[config.mk]
export PLATFORM = sky130hd
export DESIGN_NAME = msrv32_store_unit_flat
export DESIGN_NICKNAME = d
export VERILOG_FILES = /design/src/rtl/msrv32_pkg.sv /design/src/rtl/msrv32_store_unit_if.sv /design/src/rtl/msrv32_store_align.sv /design/src/rtl/msrv32_store_unit.sv /design/src/flat_wrapper.sv
export SDC_FILE = /design/constraint.sdc
export NUM_CORES = 1
export LEC_CHECK = 0
export ABC_AREA = 1
export BUFFER_PORTS_ARGS = -buffer_cell sky130_fd_sc_hd__buf_2
export CAP_MARGIN = 20
export CORE_MARGIN = 5
export CORE_UTILIZATION = 35
export CTS_CLUSTER_DIAMETER = 80
export DETAILED_ROUTE_END_ITERATION = 7
export PLACE_DENSITY_LB_ADDON = 0.1
export RECOVER_POWER = 50
export SETUP_SLACK_MARGIN = 0.1
export SLEW_MARGIN = 20
export SYNTH_ARGS = -nofsm -noshare
export SYNTH_HDL_FRONTEND = slang
export SYNTH_HIERARCHICAL = 1
export SYNTH_SLANG_ARGS = --single-unit
[constraint.sdc]
create_clock -name clk_in -period 1.8 [get_ports clk_in]
set_input_delay 0.45 -clock clk_in [delete_from_list [all_inputs] [get_ports clk_in]]
set_output_delay 0.45 -clock clk_in [all_outputs]
set_load 0.01 [all_outputs]
[src/rtl/msrv32_pkg.sv]
// Shared msrv32 encodings and types used by the memory-stage store path.
// Holds store widths, AHB transfer types and the registered store-bus bundle.
package msrv32_pkg;

    localparam logic [1:0] FUNCT3_SB = 2'b00;
    localparam logic [1:0] FUNCT3_SH = 2'b01;
    localparam logic [1:0] FUNCT3_SW = 2'b10;

    typedef enum logic [1:0] {
        HTRANS_IDLE   = 2'b00,
        HTRANS_NONSEQ = 2'b10
    } htrans_e;

    // Everything presented on the data bus during one AHB address phase.
    typedef struct packed {
        logic [31:0] d_addr;
        logic [31:0] data;
        logic [3:0]  wr_mask;
        htrans_e     htrans;
        logic        wr_req;
    } store_bus_t;

    localparam store_bus_t STORE_BUS_RESET = '{
        d_addr:  32'h0,
        data:    32'h0,
        wr_mask: 4'h0,
        htrans:  HTRANS_IDLE,
        wr_req:  1'b0
    };

    function automatic logic [31:0] word_align(input logic [31:0] byte_addr);
        return {byte_addr[31:2], 2'b00};
    endfunction

endpackage

[src/rtl/msrv32_store_unit_if.sv]
// Store request from the core and the registered AHB-side result of the store unit.
// master = core/testbench side, slave = the store unit itself.
interface msrv32_store_unit_if;
    logic [1:0]  funct3_in;
    logic [31:0] iadder_in;
    logic [31:0] rs2_in;
    logic        mem_wr_req_in;
    logic        ahb_ready_in;
    logic [31:0] d_addr_out;
    logic [31:0] data_out;
    logic [3:0]  wr_mask_out;
    logic [1:0]  ahb_htrans_out;
    logic        wr_req_out;

    modport master (
        output funct3_in, iadder_in, rs2_in, mem_wr_req_in, ahb_ready_in,
        input  d_addr_out, data_out, wr_mask_out, ahb_htrans_out, wr_req_out
    );

    modport slave (
        input  funct3_in, iadder_in, rs2_in, mem_wr_req_in, ahb_ready_in,
        output d_addr_out, data_out, wr_mask_out, ahb_htrans_out, wr_req_out
    );
endinterface

[src/rtl/msrv32_store_align.sv]
// Steers store data into byte lanes and builds the byte write mask.
// Latency: combinational. Backpressure: none, pure function of its inputs.
module msrv32_store_align
    import msrv32_pkg::*;
(
    input  logic [1:0]  funct3,
    input  logic [1:0]  off,
    input  logic [31:0] rs2,
    output logic [31:0] data,
    output logic [3:0]  mask
);

    always_comb begin
        data = 32'h0;
        mask = 4'h0;
        case (funct3)
            FUNCT3_SB: begin
                data = {24'h0, rs2[7:0]} << {off, 3'b000};
                mask = 4'b0001 << off;
            end
            // Halfword offset bit 0 is ignored; misalignment is trapped elsewhere.
            FUNCT3_SH: begin
                if (off[1]) begin
                    data = {rs2[15:0], 16'h0};
                    mask = 4'b1100;
                end else begin
                    data = {16'h0, rs2[15:0]};
                    mask = 4'b0011;
                end
            end
            default: begin
                data = rs2;
                mask = 4'b1111;
            end
        endcase
    end

endmodule

[src/rtl/msrv32_store_unit.sv]
// Memory-stage store path: aligned address, lane-steered data, mask and HTRANS.
// Latency: 1 cycle. Backpressure: outputs hold while ahb_ready_in is low.
module msrv32_store_unit
    import msrv32_pkg::*;
(
    input  logic                  clk_in,
    input  logic                  rst_n_in,
    msrv32_store_unit_if.slave    bus
);

    logic [31:0] align_data;
    logic [3:0]  align_mask;
    store_bus_t  next_bus;
    store_bus_t  bus_d;
    store_bus_t  bus_q;

    msrv32_store_align u_align (
        .funct3 (bus.funct3_in),
        .off    (bus.iadder_in[1:0]),
        .rs2    (bus.rs2_in),
        .data   (align_data),
        .mask   (align_mask)
    );

    // Data and mask are registered even without a request; wr_req/htrans qualify them.
    always_comb begin
        next_bus         = STORE_BUS_RESET;
        next_bus.d_addr  = word_align(bus.iadder_in);
        next_bus.data    = align_data;
        next_bus.wr_mask = align_mask;
        next_bus.htrans  = bus.mem_wr_req_in ? HTRANS_NONSEQ : HTRANS_IDLE;
        next_bus.wr_req  = bus.mem_wr_req_in;
    end

    // An AHB wait state must keep the address phase stable.
    always_comb begin
        bus_d = bus_q;
        if (bus.ahb_ready_in) begin
            bus_d = next_bus;
        end
    end

    always_ff @(posedge clk_in or negedge rst_n_in) begin
        if (!rst_n_in) begin
            bus_q <= STORE_BUS_RESET;
        end else begin
            bus_q <= bus_d;
        end
    end

    assign bus.d_addr_out     = bus_q.d_addr;
    assign bus.data_out       = bus_q.data;
    assign bus.wr_mask_out    = bus_q.wr_mask;
    assign bus.ahb_htrans_out = bus_q.htrans;
    assign bus.wr_req_out     = bus_q.wr_req;

endmodule

[src/flat_wrapper.sv]
// flat-port wrapper written by rule: the top's interface ports become plain ports
module msrv32_store_unit_flat import msrv32_pkg::*;
  (clk_in, rst_n_in, bus_funct3_in, bus_iadder_in, bus_rs2_in, bus_mem_wr_req_in, bus_ahb_ready_in, bus_d_addr_out, bus_data_out, bus_wr_mask_out, bus_ahb_htrans_out, bus_wr_req_out);
  msrv32_store_unit_if bus_i ();
  input  logic clk_in;
  input  logic rst_n_in;
  input wire logic [$bits(bus_i.funct3_in)-1:0] bus_funct3_in;
  input wire logic [$bits(bus_i.iadder_in)-1:0] bus_iadder_in;
  input wire logic [$bits(bus_i.rs2_in)-1:0] bus_rs2_in;
  input wire logic [$bits(bus_i.mem_wr_req_in)-1:0] bus_mem_wr_req_in;
  input wire logic [$bits(bus_i.ahb_ready_in)-1:0] bus_ahb_ready_in;
  output wire logic [$bits(bus_i.d_addr_out)-1:0] bus_d_addr_out;
  output wire logic [$bits(bus_i.data_out)-1:0] bus_data_out;
  output wire logic [$bits(bus_i.wr_mask_out)-1:0] bus_wr_mask_out;
  output wire logic [$bits(bus_i.ahb_htrans_out)-1:0] bus_ahb_htrans_out;
  output wire logic [$bits(bus_i.wr_req_out)-1:0] bus_wr_req_out;
  assign bus_i.funct3_in = bus_funct3_in;
  assign bus_i.iadder_in = bus_iadder_in;
  assign bus_i.rs2_in = bus_rs2_in;
  assign bus_i.mem_wr_req_in = bus_mem_wr_req_in;
  assign bus_i.ahb_ready_in = bus_ahb_ready_in;
  assign bus_d_addr_out = bus_i.d_addr_out;
  assign bus_data_out = bus_i.data_out;
  assign bus_wr_mask_out = bus_i.wr_mask_out;
  assign bus_ahb_htrans_out = bus_i.ahb_htrans_out;
  assign bus_wr_req_out = bus_i.wr_req_out;
  msrv32_store_unit u_core (.clk_in(clk_in), .rst_n_in(rst_n_in), .bus(bus_i));
endmodule
Word level (Yosys, flattened, before mapping)

Cells that the tools add are included.

Reductions and logical operators: 1
Shift-type cells: 2
Muxes and demuxes: 5
Equal/unequal tests: 1

Operators with widths:

| kind                                            | count |
|---|---|
| one-hot mux 32 bit (2 select lines)             | 1 |
| 2-to-1 mux 32 bit                               | 1 |
| left shift 8 x 5 -> 32 bit                      | 1 |
| one-hot mux 4 bit (2 select lines)              | 1 |
| 2-to-1 mux 4 bit                                | 1 |
| left shift 1 x 2 -> 4 bit, first input constant | 1 |
| == test 2 x 1 -> 1 bit, second input constant   | 1 |
| logical NOT 2 bit                               | 1 |
| 2-to-1 mux 2 bit                                | 1 |

Register bits after elaboration: 69
Logic and storage cells: 14

Logic depth before layout (Yosys ltp)

Gate-level depths: netlist of run 1.

Depth in word-level cells: 2
Depth in mapped cells: 7
Mapped depth without buffers: 7

Modules after synthesis

Netlist of run 1, hierarchy kept.

By module, submodules not included:

| module             | area an instance (um^2) | instances | cells each |
|---|---|---|---|
| msrv32_store_unit  | 2580.0                  | 1         | 289 |
| msrv32_store_align | 655.6                   | 1         | 141 |

Least setup slack after synthesis of run 1

Ideal clock, no wire load.

Kind: input to register
From: input bus_funct3_in[0]
To: register u_core.bus_q (netlist bit u_core/bus.wr_mask_out[3])
Arrival: 1.088 ns
Data required time: 1.683 ns
Cell stages on the path: 7
Library setup time: 0.117 ns
Setup slack: 0.596 ns
Cell sequence: buf_4 > nor2_8 > inv_2 > nor2_1 > nor2_1 > nand2_1 > nand2_1

Cells in the longest elaborated chain, start to end: 2
Elaborated cells between the ends (all ways): 3
Classes of those cells: eq/ne: 1; mux: 1; reduce/logical: 1

RTL lines:

| what                                                               | line                     | RTL |
|---|---|---|
| start, declared                                                    | flat_wrapper.sv:7        | `input wire logic [$bits(bus_i.funct3_in)-1:0] bus_funct3_in;` |
| == test 2 x 1 -> 1 bit / logical NOT 2 bit (equally long branches) | msrv32_store_align.sv:16 | `case (funct3)` |
| one-hot mux 4 bit (2 select lines) (*)                             | msrv32_store_align.sv:16 |  |
| named net u_core.align_mask[3]                                     | msrv32_store_unit.sv:12  | `logic [3:0] align_mask;` |
| end signal, assigned                                               | msrv32_store_unit.sv:47  | `bus_q <= bus_d;` |
| end, declared                                                      | msrv32_store_unit.sv:15  | `store_bus_t bus_q;` |

Mark *: on every way through the listed nets, which the timed path passes. The rest lies on a longest branch.
A chain may end at the register's enable or synchronous reset.

==> impl_metrics.yaml, run 1 <==
worst_setup_path:
  cp.buffers_inverters: 3
  path_cells: "clkbuf_1, inv_2, buf_4, nand2_1, nand2_1"
  cp.required_ns: 2.03
  r2r_setup_slack_ns: 1.16
  crit_family: "buffers and inverters"
  slowest_stage: "clkbuf_1"
  crit_end: "u_core/bus.wr_mask_out[1]"
  critPathLaunch: "bus_ahb_ready_in"
  rr_endpoint: "u_core/bus.ahb_htrans_out[1]"
  cp_slowest_stage_delay_ns: 0.63
  crit_type: "in2reg"
  worst-path-stages: 5
  arrival_ns: 1.65
  path_common_cell: "nand2_1"
  r2r_cells: 2
  worstSetupStartpointType: "input pin"
  critPathCaptureType: "register"
  path_max_fanout: 44
  r2r_start: "u_core/bus.ahb_htrans_out[1]"
floorplanning:
  ios: 141
  dieArea_um2: 11270
  die_w_um: 106.2
  coreArea_um2: 9109
  start_util: 0.3552
  die_h_um: 106.2
  fp-row-count: 35
clock_network:
  clkLatencyLatePin_ns: 0.34
  ctsResizeCount: 0
  cts.sink_count: 67
  clk_pin_slew_ns: 0.08
  cts_hold_buffers: 0
  cts_tree: "built"
  htree_levels: 3
  cts_root_buf: "clkbuf_8"
  numCtsBuffers: 9
  cts.path.max_buffers: 2
  postCtsSetupBuffers: 0
synthesis:
  seq_area_frac_synth: 0.5182
  yosysTopAreaCell: "dfrtp_1"
  synth_edf_count: 0
  synth_cell_types: 16
  synth_area_per_cell_um2: 7.525
  synth_seq_cells: 67
  synth_common_cells: "nand2_1, dfrtp_1, nand3_1"
  synthCells: 430
  netlist.area_leader.share: 0.5182
  yosysMostFrequentCell: "nand2_1"
  synthTopCellsByArea: "dfrtp_1, nand2_1, nand3_1"
  synth_area_um2: 3236
  ys.flop_type: "dfrtp_1"
  synth_warnings: 6
  synthArstFlopShare: 1.000
sta:
  fmax_mhz: 703.5
  drv_slew: 0
  fin_skew_ns: 0
  hold_viol: 0
  relSlewSlack: 0.3841
  worst_pin_slew_ns: 0.9239
  rsz0062_at_grt: "false"
  totalNegativeSetupSlack_ns: 0
  finalCriticalPeriod_ns: 1.422
  post-route-period-util: 0.7897
  final-setup-viol-count: 0
route:
  drc: 0
  dr.pass1.iters: 4
  wl_um: 9301
  avgViaCountPerCell: 4.551
  drtAntennaViolNets: 0
  wire_per_inst_um: 13.78
  drt_first_iter_violations: 195
  vias: 3072
placement:
  io_buffers: 137
  post-dp-hpwl_um: 6708
  dp.cells: 659
  gp_congestion: 0.8733
power_and_ir_drop:
  switchingPower_uw: 1075
  pwr-share-clk: 0.344
  p_int_uw: 2577
  p_leak_uw: 0.002499
  seq_power_share: 0.471
  vdd_drop_max_uv: 314.7
  pwr-share-comb: 0.186
  p_per_area_nw_per_um2: 888.1
  p_sw_frac: 0.2944
final_layout:
  drive_above_1_share: 0.2890
  antenna_cells: 0
  syn_to_final_growth_pct: 27.11
  fin_cells: 675
  utilization: 0.4515
  nNetsFinal: 629
job:
  maxCapViolCount: 0
status:
  status: "complete, no violations"
global_route:
  grt_max_degree: 68
  gr-usage-met1: 0.2312
  grt-busiest-layer: "met2"
  grt_pass1_vias: 3039
  grt_usage: 0.1691
  gr-total-overflow: 0
  grt_use_met3: 0.04614
  antenna_found_initial: 0
  grt_pass1_wl_um: 15370
  grt_use_met2: 0.2633
hold_path:
  worstHoldPathType: "in2reg"
  hold_depth: 3
## per-layer routing
layer,vias to the layer above,routed length [um]
li1,1567,-
met1,1379,4364
met2,119,4102
met3,7,764
met4,0,70
met5,-,0
## area by class of cell
| class | count | area [um2] |
|---|---|---|
| Fill cell | 941 | 4996 |
| Timing Repair Buffer | 143 | 742.0 |
| Clock buffer | 11 | 141.4 |
| Multi-Input combinational cell | 321 | 1297 |
| Tap cell | 111 | 138.9 |
| Clock inverter | 5 | 52.55 |
| Sequential cell | 67 | 1677 |
| Inverter | 17 | 63.81 |
## per-stage QoR
step | setup WS [ns] | cell area (um2) | hold WS [ns] | total power, uW
global route | 0.2337 | 4113 | 0.2832 | 3880
finish | 0.3785 | 4113 | 0.3042 | 3652
CTS | 0.4328 | 4139 | 0.1255 | 3733
global placement | 0.2967 | 3945 | 0.4486 | 2437
detailed placement | 0.2971 | 3945 | 0.4550 | 2445
floorplan | 0.5956 | 3243 | 0.1544 | 2116
## state kept, by name (all words and copies together) (netlist names)
signal	cells
u_core/bus.ahb_htrans_out	1
u_core/bus.wr_mask_out	4
u_core/bus.data_out	32
u_core/bus.d_addr_out	30
## power by group through the flow
stage / clock network, uW / registers (uW) / logic (uW)
finish: 1260 / 1720 / 678
global route: 1380 / 1740 / 766
CTS: 1310 / 1720 / 698
floorplan: 0 / 1820 / 299
global placement: 0 / 1740 / 693
detailed placement: 0 / 1750 / 697
## cells in the final DEF (no fill, tap or decap)
master and count:
clkbuf_1 2, nand2_1 255, nand2_4 1, buf_2 136, buf_4 4, nand2_2 1
a21oi_1 1, clkbuf_4 1, inv_1 14, nand3_1 24, nor2_8 1, nor2_1 21
clkinv_2 3, nand4_1 14, dfrtp_1 67, conb_1 3, inv_2 3, buf_12 1
clkinvlp_4 1, clkbuf_8 10, bufinv_16 1
## cell families after synthesis
kind of cell / after synthesis / share of synthesized area
simple gates: 317 / 0.3960
flops: 67 / 0.5182
buf+inv: 44 / 0.08313
compound gates: 1 / 0.001545
other cells: 1 / 0.001159
## worst min-delay path: stages
cell     delay [ns]
buf_2          0.07
nand2_1        0.04
nand2_1        0.05
## worst min-delay path by stage
| stage | from | to | slack (ns) |
|---|---|---|---|
| after global routing | bus_iadder_in[24] | u_core/bus.d_addr_out[24] | 0.28 |
| after CTS | rst_n_in | u_core/bus.d_addr_out[11] | 0.13 |
| final | bus_iadder_in[23] | u_core/bus.d_addr_out[23] | 0.30 |
| after global placement | u_core/bus.d_addr_out[17] | u_core/bus.d_addr_out[17] | 0.45 |
| after floorplan | rst_n_in | u_core/bus.ahb_htrans_out[1] | 0.15 |
| after detailed placement | u_core/bus.d_addr_out[26] | u_core/bus.d_addr_out[26] | 0.45 |
No activity file was read; power rests on OpenSTA's default activity.
==> run 2: changes to the inputs <==
- clock period: 1.8 -> 1.2 ns (I/O delays scaled with it)
==> run 2 against run 1 <==
  * The flow now finishes with violations (setup timing)
  * Core utilization increased by 4.8 points
  * Global-route usage about the same
  * Sequential share of layout area decreased by 3.9 points
  * Highest routed layer unchanged
  * First-iteration DRC count decreased by 0.51%
  * Combinational power increased by 83%
  * Worst hold slack got worse by 0.15 ns
==> impl_metrics.yaml, run 2 (synthesis results as in run 1) <==
final_layout:
  layout_commonest_cell: "nand2_1"
  multiInputGateArea_um2: 1284
  fin_cells: 718
  nNetsFinal: 673
  final_area_um2: 4552
  largest_register_ff_count: 32
  drive_above_1_share: 0.3328
  fillers: 948
  syn_to_final_growth_pct: 40.68
  antenna_cells: 0
  ff_latch_area_um2: 1677
  most-common-layout-cells: "nand2_1, buf_2, dfrtp_1"
worst_setup_path:
  cp.required_ns: 0.90
  path_cells: "buf_2"
  worst-path-stages: 1
  arrival_ns: 0.92
  critPathLaunch: "u_core/bus.data_out[23]"
  path_max_fanout: 2
  slowest_stage: "dfrtp_1"
  cp.buffers_inverters: 1
  crit_type: "reg2out"
  cp_slowest_stage_delay_ns: 0.42
  worstSetupStartpointType: "register"
  r2r_start: "u_core/bus.data_out[8]"
  critPathCaptureType: "primary output"
  r2r_cells: 4
  crit_family: "flip-flops"
sta:
  holdWs_ns: 0.1536
  final-setup-viol-count: 1
  timing.final.ws_setup_ns: -0.02022
  hold_viol: 0
  fmax_mhz: 819.5
  drv_slew: 0
  rsz0062_at_grt: "true"
  post-route-period-util: 1.017
  relSlewSlack: 0.5713
  finalCriticalPeriod_ns: 1.220
  totalNegativeSetupSlack_ns: -0.02022
  worst_pin_slew_ns: 0.6431
  fin_skew_ns: 0
job:
  maxCapViolCount: 0
clock_network:
  clk_pin_slew_ns: 0.08
  cts.sink_count: 67
  cts.path.max_buffers: 2
  cts_tree: "built"
  clkLatencyLatePin_ns: 0.34
  htree_levels: 3
  cts_root_buf: "clkbuf_8"
  numCtsBuffers: 9
placement:
  post-dp-hpwl_um: 6889
  gp_congestion: 0.8531
  placed_area_um2: 4058
  dp.cells: 674
  post-place-ws_ns: -0.03146
  io_buffers: 137
hold_path:
  hold_start: "bus_iadder_in[19]"
  hold_depth: 3
  worstHoldPathType: "in2reg"
floorplanning:
  start_util: 0.3552
  fp-row-count: 35
  die_w_um: 106.2
  coreArea_um2: 9109
  die_h_um: 106.2
  ios: 141
  dieArea_um2: 11270
route:
  drtAntennaViolNets: 0
  drc: 0
  wl_um: 9492
  wire_per_inst_um: 13.22
  drt_first_iter_violations: 194
  dr.pass1.iters: 4
  vias: 3214
  avgViaCountPerCell: 4.476
power_and_ir_drop:
  p_per_area_nw_per_um2: 1274
  vdd_drop_max_uv: 594.1
  p_leak_uw: 0.002723
global_route:
  gr-total-overflow: 0
  antenna_found_initial: 0
  grt_pass1_wl_um: 15280
  grt_usage: 0.1692
  grt_max_degree: 48
  grt_pass1_vias: 3103
status:
  status: "complete, but fails checks"
  violations: "setup timing"
-- run 2: through the flow --
| step | utilization | power [uW] |
|---|---|---|
| finish | 0.4997 | 5798 |
| global route | 0.4997 | 6147 |
| CTS | 0.4846 | 5812 |
| detailed placement | 0.4455 | 3702 |
| global placement | 0.4455 | 3691 |
| floorplan | - | 3174 |
-- run 2: cell type report --
type / count / share of cell area
repair buffers: 187 / 0.2609
clock buffers: 11 / 0.03326
clock inverters: 4 / 0.01100
flip-flops and latches: 67 / 0.3683
inverters: 17 / 0.01402
multi-input cells: 321 / 0.2820
well taps: 111 / 0.03051
-- run 2: worst paths after layout --
check	slack [ns]	to
worst min register to register	0.47	u_core/bus.d_addr_out[16]
worst max-delay path	-0.02	bus_data_out[23]
max in group asynchronous	0.19	u_core/bus.data_out[9]
worst min-delay path	0.15	u_core/bus.d_addr_out[19]
min in group asynchronous	0.54	u_core/bus.d_addr_out[3]
worst max register to register	0.35	u_core/bus.data_out[8]
-- run 2: repair_timing --
item | in CTS | in global routing
endpoints found under the hold margin | 38 | 0
setup buffers | 11 | 17
setup endpoints to repair | 68 | 68
hold buffers | 1 | 0
gates resized for setup | 10 | 8
pin swaps | 0 | 0
-- run 2: report_power, final --
group / internal (uW) / leakage, uW / switching (uW) / total, uW
Clock: 1060 / 0.0000974 / 908 / 1970
Sequential: 2470 / 0.000833 / 118 / 2590
Combinational: 589 / 0.00179 / 655 / 1240
-- run 2: routing by layer --
metal,share of wire,track usage
met5,0,0
met4,0.0084,0.04163
met1,0.46,0.2289
met3,0.080,0.05768
met2,0.45,0.2606
